### config.mk
export PLATFORM = sky130hd
export DESIGN_NAME = alu_op_sequencer
export DESIGN_NICKNAME = d
export VERILOG_FILES = /design/src/rtl/alu_op_sequencer.sv
export SDC_FILE = /design/constraint.sdc
export NUM_CORES = 1
export LEC_CHECK = 0
export CORE_MARGIN = 3
export CORE_UTILIZATION = 40
export CTS_CLUSTER_SIZE = 10
export DETAILED_ROUTE_END_ITERATION = 16
export GPL_TIMING_DRIVEN = 0
export PLACE_DENSITY = 0.68
export SLEW_MARGIN = 20
export SYNTH_ARGS = -nofsm -noshare
export SYNTH_HDL_FRONTEND = slang
export SYNTH_SLANG_ARGS = --single-unit
### constraint.sdc
create_clock -name clk -period 3.9 [get_ports clk]
set_clock_uncertainty 0.2 [all_clocks]
set_input_delay 0.78 -clock clk [delete_from_list [all_inputs] [get_ports clk]]
set_output_delay 0.78 -clock clk [all_outputs]
set_load 0.01 [all_outputs]
### src/rtl/alu_op_sequencer.sv
// alu_op_sequencer: front-panel sequencer for the miniALU lab board (A, B, opcode, start/done, show).
// Define ALU_SEQ_DEBOUNCE_EN to insert a key debouncer between the synchronizer and the edge detector.
module alu_op_sequencer #(
    parameter int W               = 5,
    parameter int TIMEOUT         = 16,
    parameter int DEBOUNCE_CYCLES = 4
) (
    input  logic             clk,
    input  logic             rst,
    input  logic [9:0]       switches,
    input  logic             key_next,
    output logic [W-1:0]     alu_a,
    output logic [W-1:0]     alu_b,
    output logic [1:0]       alu_op,
    output logic             alu_start,
    input  logic             alu_done,
    input  logic [2*W-1:0]   alu_result,
    output logic [9:0]       leds,
    output logic [2:0]       state_dbg,
    output logic             err
);
    localparam logic [2:0] S_A    = 3'd0;
    localparam logic [2:0] S_B    = 3'd1;
    localparam logic [2:0] S_OP   = 3'd2;
    localparam logic [2:0] S_REQ  = 3'd3;
    localparam logic [2:0] S_WAIT = 3'd4;
    localparam logic [2:0] S_SHOW = 3'd5;
    localparam int TW = $clog2(TIMEOUT);

    if (TIMEOUT < 2 || 2 * W > 10 || W < 1 || DEBOUNCE_CYCLES < 1) begin : g_bad_cfg
        $error("alu_op_sequencer: illegal parameter set");
    end

    logic [2:0]     state_q, state_d;
    logic [W-1:0]   a_q, a_d, b_q, b_d;
    logic [1:0]     op_q, op_d;
    logic [2*W-1:0] res_q, res_d;
    logic           err_q, err_d;
    logic [9:0]     leds_q, leds_d;
    logic [TW-1:0]  timer_q, timer_d;
    logic           sync1_q, sync1_d, sync2_q, sync2_d;
    logic           prev_q, prev_d, key_evt_q, key_evt_d;
    logic           key_lvl;
`ifdef ALU_SEQ_DEBOUNCE_EN
    localparam int DW = $clog2(DEBOUNCE_CYCLES + 1);
    logic           deb_q, deb_d;
    logic [DW-1:0]  deb_cnt_q, deb_cnt_d;
`endif

    // Key path: 2-flop synchronizer, optional debounce, then a registered rising-edge detector.
    always_comb begin
        sync1_d = key_next;
        sync2_d = sync1_q;
`ifdef ALU_SEQ_DEBOUNCE_EN
        deb_d     = deb_q;
        deb_cnt_d = '0;
        if (sync2_q != deb_q) begin
            if (deb_cnt_q == DW'(DEBOUNCE_CYCLES - 1)) deb_d = sync2_q;
            else                                       deb_cnt_d = deb_cnt_q + DW'(1);
        end
        key_lvl = deb_q;
`else
        key_lvl = sync2_q;
`endif
        prev_d    = key_lvl;
        key_evt_d = key_lvl & ~prev_q;
    end

    always_comb begin
        state_d = state_q;
        a_d     = a_q;
        b_d     = b_q;
        op_d    = op_q;
        res_d   = res_q;
        err_d   = err_q;
        leds_d  = leds_q;
        timer_d = timer_q;
        case (state_q)
            S_A: begin
                leds_d = switches;
                if (key_evt_q) begin
                    a_d     = switches[W-1:0];
                    state_d = S_B;
                end
            end
            S_B: begin
                leds_d = switches;
                if (key_evt_q) begin
                    b_d     = switches[W-1:0];
                    state_d = S_OP;
                end
            end
            S_OP: begin
                leds_d = switches;
                if (key_evt_q) begin
                    op_d    = switches[1:0];
                    state_d = S_REQ;
                end
            end
            S_REQ: begin
                timer_d = '0;
                state_d = S_WAIT;
            end
            // A done arriving on the timeout cycle still wins.
            S_WAIT: begin
                if (alu_done) begin
                    res_d   = alu_result;
                    err_d   = 1'b0;
                    state_d = S_SHOW;
                end else if (timer_q == TW'(TIMEOUT - 1)) begin
                    res_d   = '0;
                    err_d   = 1'b1;
                    state_d = S_SHOW;
                end else begin
                    timer_d = timer_q + TW'(1);
                end
            end
            S_SHOW: begin
                leds_d = 10'(res_q);
                if (key_evt_q) begin
                    err_d   = 1'b0;
                    state_d = S_A;
                end
            end
            default: state_d = S_A;
        endcase
    end

    always_ff @(posedge clk) begin
        if (rst) begin
            state_q   <= S_A;
            a_q       <= '0;
            b_q       <= '0;
            op_q      <= '0;
            res_q     <= '0;
            err_q     <= 1'b0;
            leds_q    <= '0;
            timer_q   <= '0;
            sync1_q   <= 1'b0;
            sync2_q   <= 1'b0;
            prev_q    <= 1'b0;
            key_evt_q <= 1'b0;
`ifdef ALU_SEQ_DEBOUNCE_EN
            deb_q     <= 1'b0;
            deb_cnt_q <= '0;
`endif
        end else begin
            state_q   <= state_d;
            a_q       <= a_d;
            b_q       <= b_d;
            op_q      <= op_d;
            res_q     <= res_d;
            err_q     <= err_d;
            leds_q    <= leds_d;
            timer_q   <= timer_d;
            sync1_q   <= sync1_d;
            sync2_q   <= sync2_d;
            prev_q    <= prev_d;
            key_evt_q <= key_evt_d;
`ifdef ALU_SEQ_DEBOUNCE_EN
            deb_q     <= deb_d;
            deb_cnt_q <= deb_cnt_d;
`endif
        end
    end

    assign alu_a     = a_q;
    assign alu_b     = b_q;
    assign alu_op    = op_q;
    assign alu_start = (state_q == S_REQ);
    assign leds      = leds_q;
    assign state_dbg = state_q;
    assign err       = err_q;
endmodule
==> metrics.txt, run 1 <==
# TYPE chip_impl_metric gauge
chip_impl_metric{name="summed_instance_area_of_the_synthesized_netlist",unit="um2"} 1790
chip_impl_metric{name="post-route-period-util",unit=""} 0.725
chip_impl_metric{name="numPortBuffers",unit=""} 49
chip_impl_info{name="status",value="complete, no violations"} 1
chip_impl_metric{name="area_growth_syn_to_layout",unit="%"} 36.2
chip_impl_info{name="crit_type",value="flip-flop to output port"} 1
chip_impl_metric{name="post_cts_hold_buffer_count",unit=""} 0
chip_impl_metric{name="hold_slack",unit="ns"} 0.187
chip_impl_info{name="cts_tree",value="yes"} 1
chip_impl_metric{name="cts_post_setup_buffers_inserted",unit=""} 0
chip_impl_info{name="layout.cells.most_common_list",value="clkdlybuf4s50_1 (49), dfxtp_1 (44), nor2_1 (23), mux2i_1 (23), a21oi_1 (17)"} 1
chip_impl_metric{name="ir_drop",unit="mV"} 0.258
chip_impl_metric{name="synthesis.nets",unit=""} 216
chip_impl_metric{name="timing.slew.headroom",unit=""} 0.491
chip_impl_metric{name="clock_tree.htree_level_count",unit=""} 2
chip_impl_info{name="most_common_cell_after_layout_fill_and_taps_aside",value="clkdlybuf4s50_1"} 1
chip_impl_metric{name="p_leak",unit="nW"} 0.913
chip_impl_metric{name="synth_sequential_area_ratio",unit=""} 0.493
chip_impl_metric{name="detail_route.wirelength",unit="um"} 4220
chip_impl_metric{name="arrival",unit="ns"} 1.85
chip_impl_metric{name="hpwlAfterDp",unit="um"} 2970
chip_impl_metric{name="report.final.slew_viol_count",unit=""} 0
chip_impl_metric{name="worst_pin_slew",unit="ns"} 0.761
chip_impl_metric{name="worst_hold_path.num_cells",unit=""} 1
chip_impl_metric{name="fp.dieArea",unit="um2"} 5310
chip_impl_metric{name="setup_tns",unit="ns"} 0
chip_impl_metric{name="fin_cells",unit=""} 298
chip_impl_metric{name="wire_length_of_the_first_global_routing_pass",unit="um"} 6820
chip_impl_metric{name="postLayoutSetupSlackWorst",unit="ns"} 1.07
chip_impl_metric{name="ys_async_sr_fraction",unit=""} 0
chip_impl_metric{name="place_ws",unit="ns"} 1.40
chip_impl_metric{name="synth.avg_cell_area",unit="um2"} 9.36
chip_impl_metric{name="grtUsageTotal",unit=""} 0.167
chip_impl_metric{name="worst_skew_pair.late_latency",unit="ns"} 0.30
chip_impl_metric{name="grt_pass1_vias",unit=""} 1457
chip_impl_metric{name="worst-r2r-cell-count",unit=""} 5
chip_impl_metric{name="dpl.cell_count",unit=""} 290
chip_impl_metric{name="timing.critical_path.required",unit="ns"} 2.92
chip_impl_metric{name="synth-seq-cells",unit=""} 44
chip_impl_metric{name="maximum_number_of_pins_on_one_net_before_global_route_repair",unit=""} 14
chip_impl_metric{name="drc_errors_left",unit=""} 0
chip_impl_metric{name="drt_first_pass_iters",unit=""} 4
chip_impl_metric{name="cellPowerDensity",unit="nW/um2"} 340
chip_impl_metric{name="dr_total_vias",unit=""} 1521
chip_impl_metric{name="max_clock_freq",unit="GHz"} 0.354
chip_impl_metric{name="finish.net_count",unit=""} 272
chip_impl_metric{name="max_cap_violations",unit=""} 0
chip_impl_info{name="hp-class",value="flip-flop to flip-flop"} 1
chip_impl_metric{name="coreArea",unit="um2"} 4140
chip_impl_metric{name="fin_crit",unit="ns"} 2.83
chip_impl_info{name="rsz0062_at_grt",value="no"} 1
chip_impl_metric{name="grt_overflow_total",unit=""} 0
chip_impl_info{name="cts-root-buf",value="clkbuf_8"} 1
chip_impl_metric{name="clkSinkCount",unit=""} 44
chip_impl_metric{name="drtAntennaViolNets",unit=""} 0
chip_impl_metric{name="top_level_ports",unit=""} 51
chip_impl_metric{name="die_width",unit="um"} 72.9
chip_impl_metric{name="setup-violations-final",unit=""} 0
chip_impl_metric{name="postSynthCellCount",unit=""} 191
chip_impl_metric{name="drive_gt1_frac",unit=""} 0.0645
chip_impl_metric{name="floorplan.initialDensity",unit=""} 0.431
chip_impl_metric{name="ys_warn_count",unit=""} 0
chip_impl_metric{name="antennaDiodeCount",unit=""} 0
chip_impl_metric{name="dieHeight",unit="um"} 72.9
chip_impl_metric{name="cp_max_fo",unit=""} 10
chip_impl_metric{name="cts_resized",unit=""} 0
chip_impl_metric{name="maximum_number_of_buffers_from_clock_root_to_sink",unit=""} 2
chip_impl_info{name="yosys_most_used_dff",value="dfxtp_1"} 1
chip_impl_metric{name="finish.utilization",unit=""} 0.588
chip_impl_info{name="worstSetupEndpointType",value="output port"} 1
chip_impl_metric{name="numCtsBuffers",unit=""} 5
chip_impl_metric{name="detail_route.wl_per_cell",unit="um"} 14.1
chip_impl_metric{name="floorplan.rows",unit=""} 23
chip_impl_metric{name="dr.first_iter.drc_count",unit=""} 160
chip_impl_metric{name="antenna_found_initial",unit=""} 0
chip_impl_metric{name="worst_setup_hold_path_clk_slew",unit="ns"} 0.08
chip_impl_metric{name="gp_congestion",unit=""} 0.802
chip_impl_metric{name="hold_violations",unit=""} 0
chip_impl_metric{name="vias_per_cell",unit=""} 5.10
chip_impl_metric{name="synth-edff-count",unit=""} 0
chip_impl_metric{name="post_synth_num_cell_types",unit=""} 28
chip_impl_info{name="setup.worst_path.start_class",value="flip-flop"} 1
## logic make-up (layout without fill, tap and decap cells)
| group | count (synthesis) | in the layout | share of synthesized area |
|---|---|---|---|
| AOI/OAI and AO/OA | 48 | 48 | 0.160 |
| DFF | 44 | 44 | 0.493 |
| muxes | 23 | 23 | 0.129 |
| and+or+nand+nor | 57 | 57 | 0.168 |
| adders and majority gates | 1 | 1 | 0.00700 |
| buffers and inverters | 18 | 75 | 0.0434 |
## report_power, final
| part | total [mW] | switching [mW] | leakage [nW] | internal, mW |
|---|---|---|---|---|
| Sequential | 0.462 | 0.00477 | 0.358 | 0.458 |
| Clock | 0.295 | 0.151 | 0.0445 | 0.144 |
| Combinational | 0.0698 | 0.0287 | 0.511 | 0.0411 |
| Total | 0.827 | 0.184 | 0.913 | 0.643 |
## per-stage QoR
| step | power (mW) | instance area (um2) |
|---|---|---|
| floorplan | 0.497 | 1790 |
| global placement | 0.543 | 2340 |
| detailed placement | 0.543 | 2340 |
| CTS | 0.833 | 2430 |
| global route | 0.860 | 2430 |
| finish | 0.827 | 2430 |
## layer usage
metal | routed length (um) | up-vias | track usage
met5 | 0 | - | 0
met4 | 52 | 0 | 0.0615
met1 | 1920 | 696 | 0.217
li1 | - | 781 | -
met2 | 1940 | 40 | 0.253
met3 | 309 | 4 | 0.0647
## synth_stat cells, types with 3 or more instances
cell | n | area share
buf_2 | 3 | 0.0084
clkbuf_1 | 10 | 0.021
o21ai_0 | 12 | 0.034
a211oi_1 | 12 | 0.050
nand3b_1 | 3 | 0.013
nor2b_1 | 5 | 0.017
mux2i_1 | 23 | 0.13
a21oi_1 | 17 | 0.048
nor3b_1 | 3 | 0.013
dfxtp_1 | 44 | 0.49
nand2_1 | 12 | 0.025
o211ai_1 | 4 | 0.017
nor2_1 | 23 | 0.048
## area by class of cell
type	count	area, um2
plain buffers	16	70.1
clock buffers	7	86.3
clock inverters	1	7.51
fillers	400	1710
inverters	2	7.51
multi-input cells	129	830
flip-flops and latches	44	881
well taps	50	62.6
repair buffers	49	490
## critical path, stage by stage, from the launching register on
cell,delay (ns)
dfxtp_1,0.43
buf_2,0.26
nand3b_1,0.23
inv_1,0.10
clkdlybuf4s50_1,0.53
## flip-flops by register name, summed over array words and instances, names as in the netlist, 2 cells and up
signal     flops
leds          10
alu_a          5
timer_q        4
state_dbg      3
alu_op         2
alu_b          5
res_q         10
## final timing paths
check / start / to / slack, ns
worst max-delay path: state_dbg[0] / alu_start / 1.07
worst min-delay path: prev_q / key_evt_q / 0.19
worst max register to register: state_dbg[0] / leds[2] / 1.96
worst min register to register: prev_q / key_evt_q / 0.19
No activity file was read; power rests on OpenSTA's default activity.
==> inputs of run 2 (changes only) <==
Settings changed: PLACE_DENSITY 0.68 to 0.71.
Clock period 3.9 ns to 2.25 ns, I/O delays scaled along.
==> run 2 against run 1 <==
  * Combinational power rose by 73%
  * Non-clock buffer count rose by 1
  * Flip-flop and latch count did not move
  * Sequential power rose by 73%
  * Clock-buffer cell count rose by 1
  * Power rose by 74%
  * First-iteration DRC count fell by 43%
==> metrics.txt, run 2 (synthesis results as in run 1) <==
# TYPE chip_impl_metric gauge
chip_impl_metric{name="worst_pin_slew",unit="ns"} 0.770
chip_impl_metric{name="p_leak",unit="nW"} 0.923
chip_impl_metric{name="setup-violations-final",unit=""} 0
chip_impl_metric{name="gp_congestion",unit=""} 0.784
chip_impl_metric{name="dr_total_vias",unit=""} 1561
chip_impl_metric{name="dr.first_iter.drc_count",unit=""} 91
chip_impl_info{name="cts-root-buf",value="clkbuf_8"} 1
chip_impl_metric{name="detail_route.wirelength",unit="um"} 4280
chip_impl_metric{name="setup_tns",unit="ns"} 0
chip_impl_metric{name="numCtsBuffers",unit=""} 5
chip_impl_info{name="layout.cells.most_common_list",value="clkdlybuf4s50_1 (48), dfxtp_1 (43), nor2_1 (23), mux2i_1 (23), a21oi_1 (17)"} 1
chip_impl_metric{name="coreArea",unit="um2"} 4140
chip_impl_metric{name="ir_drop",unit="mV"} 0.359
chip_impl_metric{name="worst_skew_pair.late_latency",unit="ns"} 0.30
chip_impl_metric{name="max_clock_freq",unit="GHz"} 0.507
chip_impl_metric{name="timing.slew.headroom",unit=""} 0.485
chip_impl_metric{name="vias_per_cell",unit=""} 5.22
chip_impl_metric{name="arrival",unit="ns"} 1.32
chip_impl_metric{name="worst_setup_hold_path_clk_slew",unit="ns"} 0.08
chip_impl_metric{name="post-route-period-util",unit=""} 0.877
chip_impl_metric{name="antennaDiodeCount",unit=""} 0
chip_impl_metric{name="gr-usage-met3",unit=""} 0.0496
chip_impl_metric{name="detail_route.wl_per_cell",unit="um"} 14.3
chip_impl_metric{name="worst-r2r-cell-count",unit=""} 4
chip_impl_metric{name="drt_first_pass_iters",unit=""} 6
chip_impl_metric{name="grtUsageTotal",unit=""} 0.170
chip_impl_metric{name="floorplan.rows",unit=""} 23
chip_impl_metric{name="hpwlAfterDp",unit="um"} 2980
chip_impl_metric{name="worst_hold_path.num_cells",unit=""} 1
chip_impl_metric{name="grt_pass1_vias",unit=""} 1448
chip_impl_metric{name="finish.net_count",unit=""} 273
chip_impl_metric{name="sequential_cell_area",unit="um2"} 882
chip_impl_metric{name="drtAntennaViolNets",unit=""} 0
chip_impl_metric{name="max_cap_violations",unit=""} 0
chip_impl_metric{name="multi_input_area",unit="um2"} 830
chip_impl_metric{name="grt_use_met1",unit=""} 0.237
chip_impl_metric{name="grt_overflow_total",unit=""} 0
chip_impl_metric{name="top_level_ports",unit=""} 51
chip_impl_metric{name="met2_usage",unit=""} 0.243
chip_impl_metric{name="timing.critical_path.required",unit="ns"} 1.60
chip_impl_metric{name="cp_max_fo",unit=""} 10
chip_impl_metric{name="hold_violations",unit=""} 0
chip_impl_info{name="hp-class",value="flip-flop to flip-flop"} 1
chip_impl_metric{name="post_cts_hold_buffer_count",unit=""} 0
chip_impl_metric{name="dieHeight",unit="um"} 72.9
chip_impl_metric{name="fp.dieArea",unit="um2"} 5310
chip_impl_metric{name="antenna_found_initial",unit=""} 0
chip_impl_metric{name="clock_tree.htree_level_count",unit=""} 2
chip_impl_metric{name="area_growth_syn_to_layout",unit="%"} 36.7
chip_impl_info{name="cts_tree",value="yes"} 1
chip_impl_metric{name="drc_errors_left",unit=""} 0
chip_impl_metric{name="wire_length_of_the_first_global_routing_pass",unit="um"} 6930
chip_impl_metric{name="fin_crit",unit="ns"} 1.97
chip_impl_metric{name="drive_gt1_frac",unit=""} 0.0683
chip_impl_metric{name="floorplan.initialDensity",unit=""} 0.431
chip_impl_info{name="setup.worst_path.start_class",value="flip-flop"} 1
chip_impl_metric{name="number_of_fillers_in_the_final_layout",unit=""} 396
chip_impl_metric{name="report.final.slew_viol_count",unit=""} 0
chip_impl_info{name="worstSetupEndpointType",value="output port"} 1
chip_impl_metric{name="maximum_number_of_buffers_from_clock_root_to_sink",unit=""} 2
chip_impl_info{name="rsz0062_at_grt",value="no"} 1
chip_impl_info{name="crit_type",value="flip-flop to output port"} 1
chip_impl_info{name="most_common_cell_after_layout_fill_and_taps_aside",value="clkdlybuf4s50_1"} 1
chip_impl_metric{name="maximum_number_of_pins_on_one_net_before_global_route_repair",unit=""} 13
chip_impl_metric{name="numPortBuffers",unit=""} 49
chip_impl_metric{name="die_width",unit="um"} 72.9
chip_impl_metric{name="cellPowerDensity",unit="nW/um2"} 588
chip_impl_info{name="grt_busiest_layer",value="met2"} 1
chip_impl_metric{name="clkSinkCount",unit=""} 44
chip_impl_info{name="status",value="complete, no violations"} 1
chip_impl_metric{name="hold_slack",unit="ns"} 0.187
run 2: changes by cell type in the layout (fill, tap and decap cells not counted):
cell             previous run  this run
buf_4                       1         4
clkdlybuf4s50_1            49        48
dfxtp_1                    44        43
dfxtp_2                     0         1
buf_2                       3         1
clkbuf_1                   11        12
dlygate4sd2_1               0         1
clkinvlp_4                  1         0
run 2: stage by stage:
stage	power, mW	setup slack [ns]	util	instance area [um2]	std cells
finish	1.44	0.276	0.590	2440	299
global placement	0.940	0.0922	0.565	2340	290
global route	1.49	0.162	0.590	2440	299
floorplan	0.862	0.517	-	1790	191
CTS	1.45	0.258	0.590	2440	299
detailed placement	0.941	0.0627	0.565	2340	290
run 2: what timing repair did:
item | CTS | global route
endpoints found under the setup margin | 1 | 0
resized for setup | 4 | 0
buffers inserted | 1 | 0
hold endpoints to repair | 0 | 0
run 2: cell type report:
type,count,area share
plain buffers,16,0.0307
clock buffers,8,0.0369
inverters,2,0.00307
multi-input cells,129,0.339
flip-flops and latches,44,0.361
well taps,50,0.0256
repair buffers,50,0.203
run 2: layer usage:
metal,up-vias,wire [um]
met4,0,80
met5,-,0
met1,725,2080
met2,40,1880
li1,789,-
met3,7,236
run 2: worst paths after layout:
path           startpoint   endpoint  slack (ns)
max          state_dbg[2]  alu_start        0.28
min                prev_q  key_evt_q        0.19
max reg2reg  state_dbg[2]   alu_a[4]        0.38
min reg2reg        prev_q  key_evt_q        0.19
run 2: critical path, stage by stage (launching register included):
cell           delay (ns)
dfxtp_1              0.38
buf_4                0.18
nand3b_1             0.14
inv_1                0.04
dlygate4sd2_1        0.27
run 2: power breakdown:
group | internal (mW) | switching, mW | total [mW]
clock | 0.251 | 0.265 | 0.515
sequential | 0.793 | 0.00816 | 0.801
combinational | 0.0716 | 0.0497 | 0.121
